**config.mk**
```make
export PLATFORM = sky130hd
export DESIGN_NAME = adc_frame_fifo
export DESIGN_NICKNAME = d
export VERILOG_FILES = /design/src/rtl/home_inventory_pkg.sv /design/src/rtl/hi_fifo_ram.sv /design/src/rtl/adc_frame_fifo.sv
export SDC_FILE = /design/constraint.sdc
export NUM_CORES = 1
export LEC_CHECK = 0
export CORE_MARGIN = 5
export CORE_UTILIZATION = 45
export DETAILED_ROUTE_END_ITERATION = 8
export GPL_ROUTABILITY_DRIVEN = 0
export PLACE_DENSITY = 0.68
export SYNTH_ARGS = -nofsm -noshare
export SYNTH_HDL_FRONTEND = slang
export SYNTH_SLANG_ARGS = --single-unit
```
**constraint.sdc**
```tcl
create_clock -name wb_clk_i -period 3.7 [get_ports wb_clk_i]
set_input_delay 0.74 -clock wb_clk_i [delete_from_list [all_inputs] [get_ports wb_clk_i]]
set_output_delay 0.74 -clock wb_clk_i [all_outputs]
set_load 0.01 [all_outputs]
```
**src/rtl/home_inventory_pkg.sv**
```systemverilog
// Shared definitions for the ADC frame FIFO: writer-state encoding,
// frame length derivation and the bit positions of the sticky status flags.
package home_inventory_pkg;

   // Writer FSM states: waiting for a frame, storing one, or discarding one
   typedef enum logic [1:0] {
      WR_IDLE = 2'd0,
      WR_FILL = 2'd1,
      WR_DROP = 2'd2
   } wr_state_e;

   // Bit positions of the sticky status flags inside the flag register
   localparam int FLAG_OVERRUN_BIT   = 0;
   localparam int FLAG_FRAME_ERR_BIT = 1;
   localparam int FLAG_W             = 2;

   // A frame is one status word followed by one word per channel
   function automatic int frameWords(input int numCh);
      return numCh + 1;
   endfunction

endpackage

```
**src/rtl/hi_fifo_ram.sv**
```systemverilog
// Storage array for the ADC frame FIFO: one synchronous write port and
// one asynchronous read port. Contents are deliberately not reset.
module hi_fifo_ram #(
   parameter  int DATA_W = 32,
   parameter  int DEPTH  = 32,
   localparam int ADDR_W = $clog2(DEPTH)
) (
   input  logic              i_clk,
   input  logic              i_we,
   input  logic [ADDR_W-1:0] i_waddr,
   input  logic [DATA_W-1:0] i_wdata,
   input  logic [ADDR_W-1:0] i_raddr,
   output logic [DATA_W-1:0] o_rdata
);

   logic [DATA_W-1:0] r_mem [DEPTH];

   // Write the incoming word on the rising edge when enabled
   always_ff @(posedge i_clk) begin
      if (i_we) begin
         r_mem[i_waddr] <= i_wdata;
      end
   end

   assign o_rdata = r_mem[i_raddr];

endmodule

```
**src/rtl/adc_frame_fifo.sv**
```systemverilog
// ADC frame FIFO: stores whole frames (status word + NUM_CH samples) and
// makes them visible to the reader only once the last word has arrived.
// Frames that do not fit are dropped and counted; malformed frames are flagged.
// Optional macro HOME_INV_ADC_FIFO_WM_EN adds a level watermark to irq_o.
module adc_frame_fifo
   import home_inventory_pkg::*;
#(
   parameter  int DATA_W  = 32,
   parameter  int DEPTH   = 32,
   parameter  int NUM_CH  = 8,
   localparam int LEVEL_W = $clog2(DEPTH) + 1
) (
   input  logic               wb_clk_i,
   input  logic               wb_rst_ni,
   input  logic               flush_i,
   input  logic               in_valid_i,
   input  logic               in_sof_i,
   input  logic [DATA_W-1:0]  in_data_i,
   input  logic               pop_i,
   output logic [DATA_W-1:0]  rd_data_o,
   output logic [LEVEL_W-1:0] level_o,
   input  logic               clr_flags_i,
   output logic               overrun_o,
   output logic               frame_err_o,
   output logic [15:0]        drop_count_o,
   input  logic [LEVEL_W-1:0] wm_i,
   output logic               irq_o
);

   localparam int FRAME_W = frameWords(NUM_CH);
   localparam int PTR_W   = $clog2(DEPTH);
   localparam int BEAT_W  = 5;

   localparam logic [LEVEL_W-1:0] C_DEPTH     = LEVEL_W'(DEPTH);
   localparam logic [LEVEL_W-1:0] C_FRAME     = LEVEL_W'(FRAME_W);
   localparam logic [BEAT_W-1:0]  C_LAST_BEAT = BEAT_W'(FRAME_W - 1);

   wr_state_e          r_state;
   logic [BEAT_W-1:0]  r_beat;
   logic [PTR_W-1:0]   r_wrPtr;
   logic [PTR_W-1:0]   r_shadowPtr;
   logic [PTR_W-1:0]   r_rdPtr;
   logic [LEVEL_W-1:0] r_level;
   logic [FLAG_W-1:0]  r_flags;
   logic [15:0]        r_dropCnt;
   logic               r_irq;

   logic               w_sofBeat;
   logic               w_dataBeat;
   logic               w_spaceOk;
   logic               w_fillWr;
   logic               w_commit;
   logic               w_popOk;
   logic               w_we;
   logic [PTR_W-1:0]   w_waddr;
   logic               w_setOvr;
   logic               w_setErr;
   logic               w_wmHit;
   logic [DATA_W-1:0]  w_ramData;

   assign w_sofBeat  = in_valid_i & in_sof_i;
   assign w_dataBeat = in_valid_i & ~in_sof_i;
   assign w_spaceOk  = (C_DEPTH - r_level) >= C_FRAME;
   assign w_fillWr   = w_dataBeat & (r_state == WR_FILL);
   assign w_commit   = w_fillWr & (r_beat == C_LAST_BEAT);
   assign w_popOk    = pop_i & (r_level != '0);
   assign w_we       = ~flush_i & ((w_sofBeat & w_spaceOk) | w_fillWr);
   assign w_waddr    = w_sofBeat ? r_wrPtr : r_shadowPtr;
   assign w_setOvr   = ~flush_i & w_sofBeat & ~w_spaceOk;
   assign w_setErr   = ~flush_i & ((w_sofBeat & (r_state != WR_IDLE)) |
                                   (w_dataBeat & (r_state == WR_IDLE)));

`ifdef HOME_INV_ADC_FIFO_WM_EN
   assign w_wmHit = (wm_i != '0) && (r_level >= wm_i);
`else
   // The watermark is disabled; wm_i is referenced only to keep the port live
   assign w_wmHit = 1'b0 && (wm_i != '0);
`endif

   hi_fifo_ram #(
      .DATA_W (DATA_W),
      .DEPTH  (DEPTH)
   ) u_ram (
      .i_clk   (wb_clk_i),
      .i_we    (w_we),
      .i_waddr (w_waddr),
      .i_wdata (in_data_i),
      .i_raddr (r_rdPtr),
      .o_rdata (w_ramData)
   );

   // Writer FSM plus pointer and level bookkeeping; a new SOF always restarts
   // admission from the committed pointer, which also rewinds a partial frame
   always_ff @(posedge wb_clk_i or negedge wb_rst_ni) begin
      if (!wb_rst_ni) begin
         r_state     <= WR_IDLE;
         r_beat      <= '0;
         r_wrPtr     <= '0;
         r_shadowPtr <= '0;
         r_rdPtr     <= '0;
         r_level     <= '0;
      end else if (flush_i) begin
         r_state     <= WR_IDLE;
         r_beat      <= '0;
         r_wrPtr     <= '0;
         r_shadowPtr <= '0;
         r_rdPtr     <= '0;
         r_level     <= '0;
      end else begin
         if (w_sofBeat) begin
            r_beat      <= BEAT_W'(1);
            r_shadowPtr <= w_spaceOk ? r_wrPtr + PTR_W'(1) : r_wrPtr;
            r_state     <= w_spaceOk ? WR_FILL : WR_DROP;
         end else if (w_dataBeat) begin
            case (r_state)
               WR_FILL: begin
                  r_shadowPtr <= r_shadowPtr + PTR_W'(1);
                  if (r_beat == C_LAST_BEAT) begin
                     r_wrPtr <= r_shadowPtr + PTR_W'(1);
                     r_beat  <= '0;
                     r_state <= WR_IDLE;
                  end else begin
                     r_beat <= r_beat + BEAT_W'(1);
                  end
               end
               WR_DROP: begin
                  if (r_beat == C_LAST_BEAT) begin
                     r_beat  <= '0;
                     r_state <= WR_IDLE;
                  end else begin
                     r_beat <= r_beat + BEAT_W'(1);
                  end
               end
               default: begin
                  r_state <= WR_IDLE;
               end
            endcase
         end
         if (w_popOk) begin
            r_rdPtr <= r_rdPtr + PTR_W'(1);
         end
         r_level <= r_level + (w_commit ? C_FRAME : '0) - (w_popOk ? LEVEL_W'(1) : '0);
      end
   end

   // Sticky flags, saturating drop counter and interrupt; untouched by flush,
   // and a set event takes priority over a same-cycle clear
   always_ff @(posedge wb_clk_i or negedge wb_rst_ni) begin
      if (!wb_rst_ni) begin
         r_flags   <= '0;
         r_dropCnt <= '0;
         r_irq     <= 1'b0;
      end else begin
         if (w_setOvr) begin
            r_flags[FLAG_OVERRUN_BIT] <= 1'b1;
         end else if (clr_flags_i) begin
            r_flags[FLAG_OVERRUN_BIT] <= 1'b0;
         end
         if (w_setErr) begin
            r_flags[FLAG_FRAME_ERR_BIT] <= 1'b1;
         end else if (clr_flags_i) begin
            r_flags[FLAG_FRAME_ERR_BIT] <= 1'b0;
         end
         if (w_setOvr && (r_dropCnt != 16'hFFFF)) begin
            r_dropCnt <= r_dropCnt + 16'd1;
         end
         r_irq <= r_flags[FLAG_OVERRUN_BIT] | w_wmHit;
      end
   end

   assign rd_data_o    = (r_level == '0) ? '0 : w_ramData;
   assign level_o      = r_level;
   assign overrun_o    = r_flags[FLAG_OVERRUN_BIT];
   assign frame_err_o  = r_flags[FLAG_FRAME_ERR_BIT];
   assign drop_count_o = r_dropCnt;
   assign irq_o        = r_irq;

endmodule

```
### Word level (Yosys, flattened, before mapping)

Memories as Yosys holds them, arrays and structs flattened.
Index checks and enable logic that the tools add are counted.

* bits in writable memories: 1024
* memory bits (read-only): 0
* memories: 1
* latch bits: 0
* bits of input ports: 45
* register bits: 47
* output and inout bits: 57

* reductions and logical operators: 19
* add/sub/neg operators: 8
* shifts and indexed selects: 0
* divide/modulo/power cells: 0
* $lt $le $gt $ge: 1
* eq/ne operators: 6
* $mul: 0
* multiplexer cells: 33
* bitwise operators: 17

Memory list
* u_ram.r_mem: words 32, width 32, read ports 1, clocked after memory_dff 0, wr ports 1, line hi_fifo_ram.sv:16 `logic [DATA_W-1:0] r_mem [DEPTH];`

Operators by type and width (number)
* 2-to-1 mux 5 bit: 18
* 2-to-1 mux 32 bit: 1
* adder 5 x 1 -> 5 bit, second input constant: 4
* adder 16 x 1 -> 16 bit, second input constant: 1
* != test 16 bit, second input constant: 1
* nonzero test 2 bit: 7
* bitwise AND 1 bit: 12
* 2-to-1 mux 2 bit: 6
* nonzero test 3 bit: 3
* adder 6 x 4 -> 6 bit: 1
* greater-or-equal comparator 6 x 4 -> 1 bit, second input constant: 1
* zero test 6 bit: 1
* 2-to-1 mux 1 bit: 6
* 2-to-1 mux 6 bit: 1
* AND reduction 2 bit: 3
* nonzero test 6 bit: 1
* subtractor 6 x 1 -> 6 bit: 1
* subtractor 6 bit, first input constant: 1
* equality test 5 x 4 -> 1 bit, second input constant: 1
* 2-to-1 mux 4 bit: 1
* != test 4 x 1 -> 1 bit, second input constant: 1
* AND reduction 4 bit: 1
* inverter 1 bit: 3
* equality test 2 x 1 -> 1 bit, second input constant: 1
* 6 further kinds: 7

### Depth between registers and ports, before layout

Gate-level depths: netlist (run 1).

* depth in word-level cells: 8
* depth in mapped cells: 14
* depth with buffers taken out: 14

### Hierarchy

A second synthesis (run 1) with hierarchy kept.

* cells, all modules: 2556
* area, all modules: 42859.9 µm²

Modules (own cells, without submodules)
* hi_fifo_ram: area each 39844.5 µm², cells an instance 2228, instances 1
* adc_frame_fifo: area each 3015.4 µm², cells an instance 328, instances 1

### Least setup slack after synthesis (run 1)

OpenSTA, ideal clock, no wires.

* kind: input to register
* from: in in_sof_i
* to: mem u_ram.r_mem[30][0], enable pin
* cell stages on the path: 6
* slack: 0.194 ns
* setup time: 0.421 ns
* arrival time: 3.085 ns
* path through: inv_1 nor2_1 nand3_1 a21o_1 nand2b_1 nor2_1

* longest elaborated chain between the ends: 7
* elaborated cells on any way between the ends: 10
* classes of those cells: 3 x mux; 7 x bitwise

Ends and longest elaborated chain
* start, declared: line adc_frame_fifo.sv:17 `input logic in_sof_i,`
* inverter 1 bit: line adc_frame_fifo.sv:62 `assign w_dataBeat = in_valid_i & ~in_sof_i;`
* bitwise AND 1 bit: line adc_frame_fifo.sv:62
* bitwise AND 1 bit: line adc_frame_fifo.sv:64 `assign w_fillWr = w_dataBeat & (r_state == WR_FILL);`
* OR 1 bit: line adc_frame_fifo.sv:67 `assign w_we = ~flush_i & ((w_sofBeat & w_spaceOk) | w_fillWr);`
* bitwise AND 1 bit: line adc_frame_fifo.sv:67
* 2-to-1 mux 1 bit: line hi_fifo_ram.sv:20 `if (i_we) begin`
* 2-to-1 mux 1 bit (implied by the code): line hi_fifo_ram.sv:21 `r_mem[i_waddr] <= i_wdata;`
* end, declared: line hi_fifo_ram.sv:16

Several ways; a longest one is shown, not always the timed one.

### Worst setup path after layout (run 1)

* from: reg r_rdPtr[0]
* to: out rd_data_o[30]

* longest elaborated chain between the ends: 2

Ends and longest elaborated chain
* start, declared: line adc_frame_fifo.sv:42 `logic [PTR_W-1:0] r_rdPtr;`
* start signal, assigned: line adc_frame_fifo.sv:140 `r_rdPtr <= r_rdPtr + PTR_W'(1);`
* memory (32 x 32 bit)
* 2-to-1 mux 32 bit: line adc_frame_fifo.sv:171 `assign rd_data_o = (r_level == '0) ? '0 : w_ramData;`
* end, declared: line adc_frame_fifo.sv:20 `output logic [DATA_W-1:0] rd_data_o,`

Every way passes these cells.

==> out/metrics.cfg, run 1 <==
[status]
status=complete, but fails checks
failed_checks=negative setup slack

[timing]
setup_viol_count_final=1
rsz0062_at_grt=yes
fin_skew_ns=0.02445
slew_headroom=0.2405
whs_ns=0.1920
setup_slack_ns=-0.01292
min_period_ns=3.713
final_max_slew_viol_count=0
worst_pin_slew_ns=1.136
final_hold_viol_count=0
fin_crit_sh=1.003
fmax_mhz=269.3

[setup_path]
path_cells=buf_6, buf_12, buf_4, buf_6, mux4_2, mux2_4, a21oi_4, o22ai_2, buf_6
crit_family=multiplexers
worstSetupPathType=flop to output port
cp_max_fo=6
cp_slowest_cell=mux4_2
critical-path-max-stage-delay_ns=0.50
startpoint_type=flop
worst_ep_arrival_time_ns=2.97
critPathCaptureType=output port
critPathMostFrequentCell=buf_6
path_buf_inv=5
cp.required_ns=2.96

[die]
die_area_um2=100100
core_area_um2=93190
start_util=0.4531
io_pins=102
fp-row-count=112
die_h_um=316.3
die_x_um=316.3

[logic_synthesis]
synth_compound_area_frac=0.02003
synth_top_family_by_area=multiplexers
ys_seq_elements=1071
yosys.area_share.xor_xnor=0.006223
muxShareOfSynthArea=0.1708
yosysSeqAreaShare=0.7561
synth_nets=2091
synth-simple-area-share=0.02688
yosys.area_share.adder=0.005512
yosysWarningCount=0
ys_types=52
syn_area_um2=42220
synth_cells=2028
synth_area_per_cell_um2=20.82

[power]
power_density_nw_per_um2=608.7
p_leak_uw=0.01607
vdd_drop_max_mv=0.4970
power_uw=30990

[grt]
grt.overflow.total=0
grtUsageTotal=0.2053
grt_antenna_before_repair=5
grt_max_degree=50
grt_pass1_vias=22040
grt_pass1_wl_um=150200

[clock_tree]
cts_root_buffer=clkbuf_16
insertion_delay_ns=0.67
clkSinkCount=1071
cts_max_level=3
cts_buffers=103
hold_buffers=0
clkTransAtPathRegs_ns=0.06
cts_buffer_depth=3
cts_tree=done

[finish]
final_net_count=2380
register_area_um2=31940
drive_above_1_share=0.3299
fillers=6858
multi_input_area_um2=10350
syn_to_final_growth_pct=20.56

[routing]
ant_nets=0
routed_wl_um=103400
drc=0
drt_iter0_markers=2575
avgRoutedWirePerCell_um=28.28
vias=21560
first_pass_iters=7
viasPerCell=5.895

[place]
dp_hpwl_um=55840
portBuffers=95

[flow_run]
cap_violations=0

[hold_path]
hp-class=primary input to async pin

## flip-flops by register name, summed over array words and instances, names as in the netlist
register,count
u_ram.r_mem,1024
drop_count_o,16
level_o,6
r_beat,5
r_rdPtr,5
r_shadowPtr,5
r_wrPtr,5
r_flags,2
r_state,2
irq_o,1
## Yosys cell counts, drive strengths merged
cell	count	share of area
mux2	67	0.018
nor2	128	0.011
o211a	1	0.00024
fa	1	0.00047
inv	19	0.0017
xor2	19	0.0039
ha	17	0.0050
a21boi	1	0.00018
o31a	2	0.00041
a32oi	1	0.00021
clkinv	1	0.000089
nand2b	11	0.0016
nor3b	5	0.00089
xnor2	11	0.0023
o21ai	15	0.0018
mux4	256	0.14
a221oi	1	0.00036
nand4	11	0.0018
and3	4	0.00059
dfrtp	47	0.028
a21oi	78	0.0092
nand3	23	0.0027
o31ai	4	0.00071
nand2	31	0.0028
o22ai	36	0.0053
nor2b	5	0.00074
or4	1	0.00018
or3	1	0.00015
and2	3	0.00044
nor4	5	0.0013
o221ai	2	0.00041
edfxtp	1024	0.73
nand3b	3	0.00053
a41o	1	0.00024
buf	65	0.0088
clkbuf	43	0.0038
a21o	3	0.00053
nor4b	2	0.00056
mux2i	69	0.016
nor3	9	0.0011
o311ai	1	0.00021
o21bai	1	0.00018
## final timing paths
check                                        from                           to  slack (ns)  cells after the start
min in group wb_clk_i      r_flags[0]$_DFFE_PN0P_              irq_o$_DFF_PN0_        0.41                      0
hold reg to reg            r_flags[0]$_DFFE_PN0P_              irq_o$_DFF_PN0_        0.41                      0
max in group asynchronous               wb_rst_ni         level_o[2]$_DFF_PN0_        2.81                      2
setup reg to reg             level_o[3]$_DFF_PN0_         level_o[4]$_DFF_PN0_        0.49                     11
setup / recovery           r_rdPtr[0]$_DFFE_PN0P_                rd_data_o[30]       -0.01                      9
hold / removal                          wb_rst_ni  drop_count_o[3]$_DFFE_PN0P_        0.19                      1
## layout by cell type (no fill, tap or decap), drive strengths merged, types with 8 or more instances in the layout
| cell | Yosys | final |
|---|---|---|
| dfrtp | 47 | 47 |
| ha | 17 | 17 |
| bufinv | 0 | 8 |
| o21ai | 15 | 15 |
| a21oi | 78 | 78 |
| nand4 | 11 | 11 |
| edfxtp | 1024 | 1024 |
| inv | 19 | 22 |
| xnor2 | 11 | 11 |
| nand3 | 23 | 23 |
| clkdlybuf4s50 | 0 | 62 |
| buf | 65 | 222 |
| mux2i | 69 | 69 |
| nor3 | 9 | 9 |
| clkinv | 1 | 41 |
| mux4 | 256 | 256 |
| mux2 | 67 | 67 |
| clkbuf | 43 | 143 |
| xor2 | 19 | 19 |
| nor2 | 128 | 128 |
| o22ai | 36 | 36 |
| nand2b | 11 | 11 |
| nand2 | 31 | 31 |
## where the power goes
part / leakage (uW) / switching [uW] / internal, uW
logic: 0.00463 / 3360 / 3920
clock network: 0.00160 / 4360 / 5850
registers: 0.00984 / 116 / 13400
total: 0.0161 / 7830 / 23200
## timing repair
action / CTS / global route
pin swaps: 17 / 14
setup buffers: 28 / 13
cloned: 14 / 8
resized for setup: 231 / 60
setup endpoints to repair: 32 / 31
## per-layer routing
| layer | vias to the layer above | track usage | part of all wire |
|---|---|---|---|
| met5 | - | 0 | 0.00036 |
| met4 | 6 | 0.05619 | 0.021 |
| met3 | 151 | 0.03693 | 0.072 |
| met2 | 949 | 0.3383 | 0.50 |
| met1 | 11520 | 0.2870 | 0.41 |
| li1 | 8936 | - | - |
## layout make-up
type | count | share of cell area
antenna | 2 | 0.00009832
inverter | 20 | 0.001475
multi-input combinational | 829 | 0.2033
sequential | 1071 | 0.6275
timing repair buffer | 292 | 0.07212
clock inverter | 54 | 0.01005
clock buffer | 135 | 0.05462
tap | 1254 | 0.03082
## through the flow
step | setup TNS [ns] | utilization | instances | setup slack [ns] | instance area [um2]
after global routing | -1.514 | 0.5462 | 3656 | -0.08098 | 50900
after CTS | -0.6583 | 0.5416 | 3636 | -0.08926 | 50480
after floorplan | 0 | - | 2028 | 0.1935 | 42220
after detailed placement | 0 | 0.4953 | 3406 | 0.1797 | 46150
after global placement | 0 | 0.4953 | 3406 | 0.2212 | 46150
final | -0.01292 | 0.5462 | 3657 | -0.01292 | 50900
## cells by family (layout without fill, tap and decap cells)
kind of cell | after synthesis | in the layout
muxes | 392 | 392
xor gates and xnor gates | 30 | 30
buffers and inverters | 128 | 501
DFF | 1071 | 1071
other | 0 | 2
adders and majority gates | 18 | 18
and+or+nand+nor | 242 | 242
AOI/OAI and AO/OA | 147 | 147
Power figures use the tool's default switching activity.
==> run 2: changes to the inputs <==
--- a/config.mk
+++ b/config.mk
@@ -5,6 +5,7 @@
 export SDC_FILE = /design/constraint.sdc
 export NUM_CORES = 1
 export LEC_CHECK = 0
+export CORE_ASPECT_RATIO = 1.25
 export CORE_MARGIN = 5
 export CORE_UTILIZATION = 45
 export DETAILED_ROUTE_END_ITERATION = 8
==> run 2 against run 1 <==
The flow still finishes with violations (negative setup slack). Clock power shrank 4%. Design area shrank 0.69%. Total power is 1.1% lower. Critical endpoint is now rd_data_o[18]. Wire length decreased by 0.83%.
==> out/metrics.cfg, run 2 (same netlist as run 1, synthesis figures left out) <==
[die]
core_area_um2=93060  ; -0.14%
die_area_um2=100100  ; about the same
fp-row-count=125  ; +12%
die_h_um=352.5  ; +11%
die_x_um=284.0  ; -10%
io_pins=102  ; unchanged
start_util=0.4537  ; +0.0006396

[grt]
grt_pass1_wl_um=149500  ; -0.46%
grt.overflow.total=0  ; unchanged
grt_max_degree=55  ; +10%
grt_antenna_before_repair=7  ; +2
grt_pass1_vias=22150  ; +0.49%
grtUsageTotal=0.2018  ; -0.003468

[setup_path]
critPathCaptureType=output port
worstSetupStartpoint=r_rdPtr[0]$_DFFE_PN0P_
timing.rr.end=level_o[4]$_DFF_PN0_
worst_ep_arrival_time_ns=3.04  ; +0.07 ns
critical-path-max-stage-delay_ns=0.50  ; about the same
cp_slowest_cell=dfrtp_4
worstSetupPathType=flop to output port
path_buf_inv=6  ; +1
cp_max_fo=6  ; unchanged
cp.required_ns=2.96  ; about the same
ff2ff_setup_slack_ns=0.65  ; +0.16 ns
r2r_cells=11  ; unchanged
startpoint_type=flop
cp.depth=10  ; +1
r2r_start=level_o[3]$_DFF_PN0_
path_cells=buf_12, buf_12, buf_16, buf_16, buf_4, mux4_2, mux2_4, a21oi_4, o22ai_2, buf_6
crit_path_end=rd_data_o[18]
crit_family=buffers and inverters

[finish]
syn_to_final_growth_pct=19.73
final_net_count=2350  ; -1.3%
largest_register=u_ram.r_mem
fin_cells=3578  ; -2.2%
register_area_um2=31940  ; unchanged
final_util=0.5432  ; -0.003007
multi_input_area_um2=10400  ; +0.43%
final_common_cell=edfxtp_1
largest_reg_flops=1024  ; unchanged
fin_area_um2=50550  ; -0.69%
final_cell_mix=edfxtp_1 (1024), mux4_2 (256), clkbuf_16 (105)
fillers=6861  ; +0.044%
drive_above_1_share=0.3221  ; -0.007786

[power]
power.switching_uw=7812  ; -0.23%
p_leak_uw=0.01589  ; -1.1%
intPower_uw=22840  ; -1.4%
p_sw_frac=0.2549  ; +0.002181
power_density_nw_per_um2=606.3  ; -0.40%
power_frac_comb=0.239  ; +0.004
vdd_drop_max_mv=0.4024  ; -19%
seqPwrFrac=0.440  ; +0.004
clkPwrFrac=0.321  ; -0.009

[clock_tree]
cts_buffers=101  ; -1.9%
cts_root_buffer=clkbuf_16
clkSinkCount=1071  ; unchanged
clkTransAtPathRegs_ns=0.07  ; about the same
cts_buffer_depth=3  ; unchanged
cts_tree=done
hold_buffers=0  ; unchanged
cts_max_level=3  ; unchanged
insertion_delay_ns=0.67  ; about the same

[timing]
final_hold_viol_count=0  ; unchanged
fin_crit_sh=1.021  ; +0.01771
worst_pin_slew_ns=1.189  ; +0.05287 ns
rsz0062_at_grt=yes
slew_headroom=0.2052  ; -0.03536
final_max_slew_viol_count=0  ; unchanged
fin_skew_ns=0.05308  ; +0.02863 ns
fmax_mhz=264.7  ; -1.7%
min_period_ns=3.778  ; +0.06553 ns
setup_viol_count_final=8  ; +7
setup_slack_ns=-0.07844  ; -0.06553 ns
whs_ns=0.2615  ; +0.06948 ns

[status]
failed_checks=negative setup slack
status=complete, but fails checks

[place]
dp.cells=3326  ; -2.3%
portBuffers=95  ; unchanged
dp_hpwl_um=52850  ; -5.4%
placed_area_um2=45880  ; -0.60%

[routing]
avgRoutedWirePerCell_um=28.67  ; +1.4%
routed_wl_um=102600  ; -0.83%
drt_iter0_markers=2340  ; -9.1%
drc=0  ; unchanged
viasPerCell=6.011  ; +2.0%
first_pass_iters=5  ; -2
ant_nets=0  ; unchanged
vias=21510  ; -0.25%

[hold_path]
hp-class=primary input to async pin

[flow_run]
cap_violations=0  ; unchanged

run 2: cell count changes in the layout (fill, tap and decap cells not counted), moves of 6 or more:
cell       delta
buf_12        +7
buf_4        -34
clkbuf_1      +8
clkbuf_16     -8
mux2_2       -10
mux2_4        +9
mux2i_1       -6
mux2i_2       +8
o22ai_2       +6
run 2: final cells by class:
type | instances | area share
clock inverters | 48 | 0.008316
clock buffers | 137 | 0.05351
multi-input cells | 829 | 0.2057
diodes | 3 | 0.0001485
repair buffers | 264 | 0.06920
flip-flops and latches | 1071 | 0.6318
inverters | 20 | 0.001485
well taps | 1206 | 0.02985
run 2: worst min-delay path by stage:
| stage | from | end | cells after the start |
|---|---|---|---|
| floorplan | r_flags[0]$_DFFE_PN0P_ | irq_o$_DFF_PN0_ | 0 |
| global placement | r_flags[0]$_DFFE_PN0P_ | irq_o$_DFF_PN0_ | 0 |
| CTS | wb_rst_ni | r_rdPtr[4]$_DFFE_PN0P_ | 1 |
| detailed placement | r_flags[0]$_DFFE_PN0P_ | irq_o$_DFF_PN0_ | 0 |
| global route | wb_rst_ni | r_shadowPtr[2]$_DFFE_PN0P_ | 1 |
| finish | wb_rst_ni | r_shadowPtr[2]$_DFFE_PN0P_ | 1 |
run 2: layer usage:
| layer | share of wire | vias up | GRT usage |
|---|---|---|---|
| met5 | 0.00013 | - | 0 |
| met4 | 0.024 | 2 | 0.05112 |
| met3 | 0.079 | 152 | 0.03633 |
| met2 | 0.51 | 988 | 0.3415 |
| met1 | 0.39 | 11480 | 0.2749 |
| li1 | - | 8884 | - |
run 2: through the flow:
step                setup TNS (ns)  total power (uW)  setup slack (ns)
finish                     -0.3259             30650          -0.07844
global placement                 0             19590            0.2239
floorplan                        0             17620            0.1935
detailed placement               0             19690            0.1756
global route                -2.000             31920           -0.1700
CTS                         -1.317             30790           -0.1264
run 2: timing repair:
item / CTS / global route
gates cloned: 21 / 2
setup buffers: 31 / 18
resized for setup: 244 / 53
pin swaps: 23 / 21
setup endpoints to repair: 32 / 31
run 2: power groups by stage:
stage               registers [uW]  clock network, uW  logic [uW]
floorplan                    13700                  0        3890
global placement             13700                  0        5850
detailed placement           13700                  0        5940
CTS                          13500              10000        7260
global route                 13500              10600        7840
finish                       13500               9840        7320
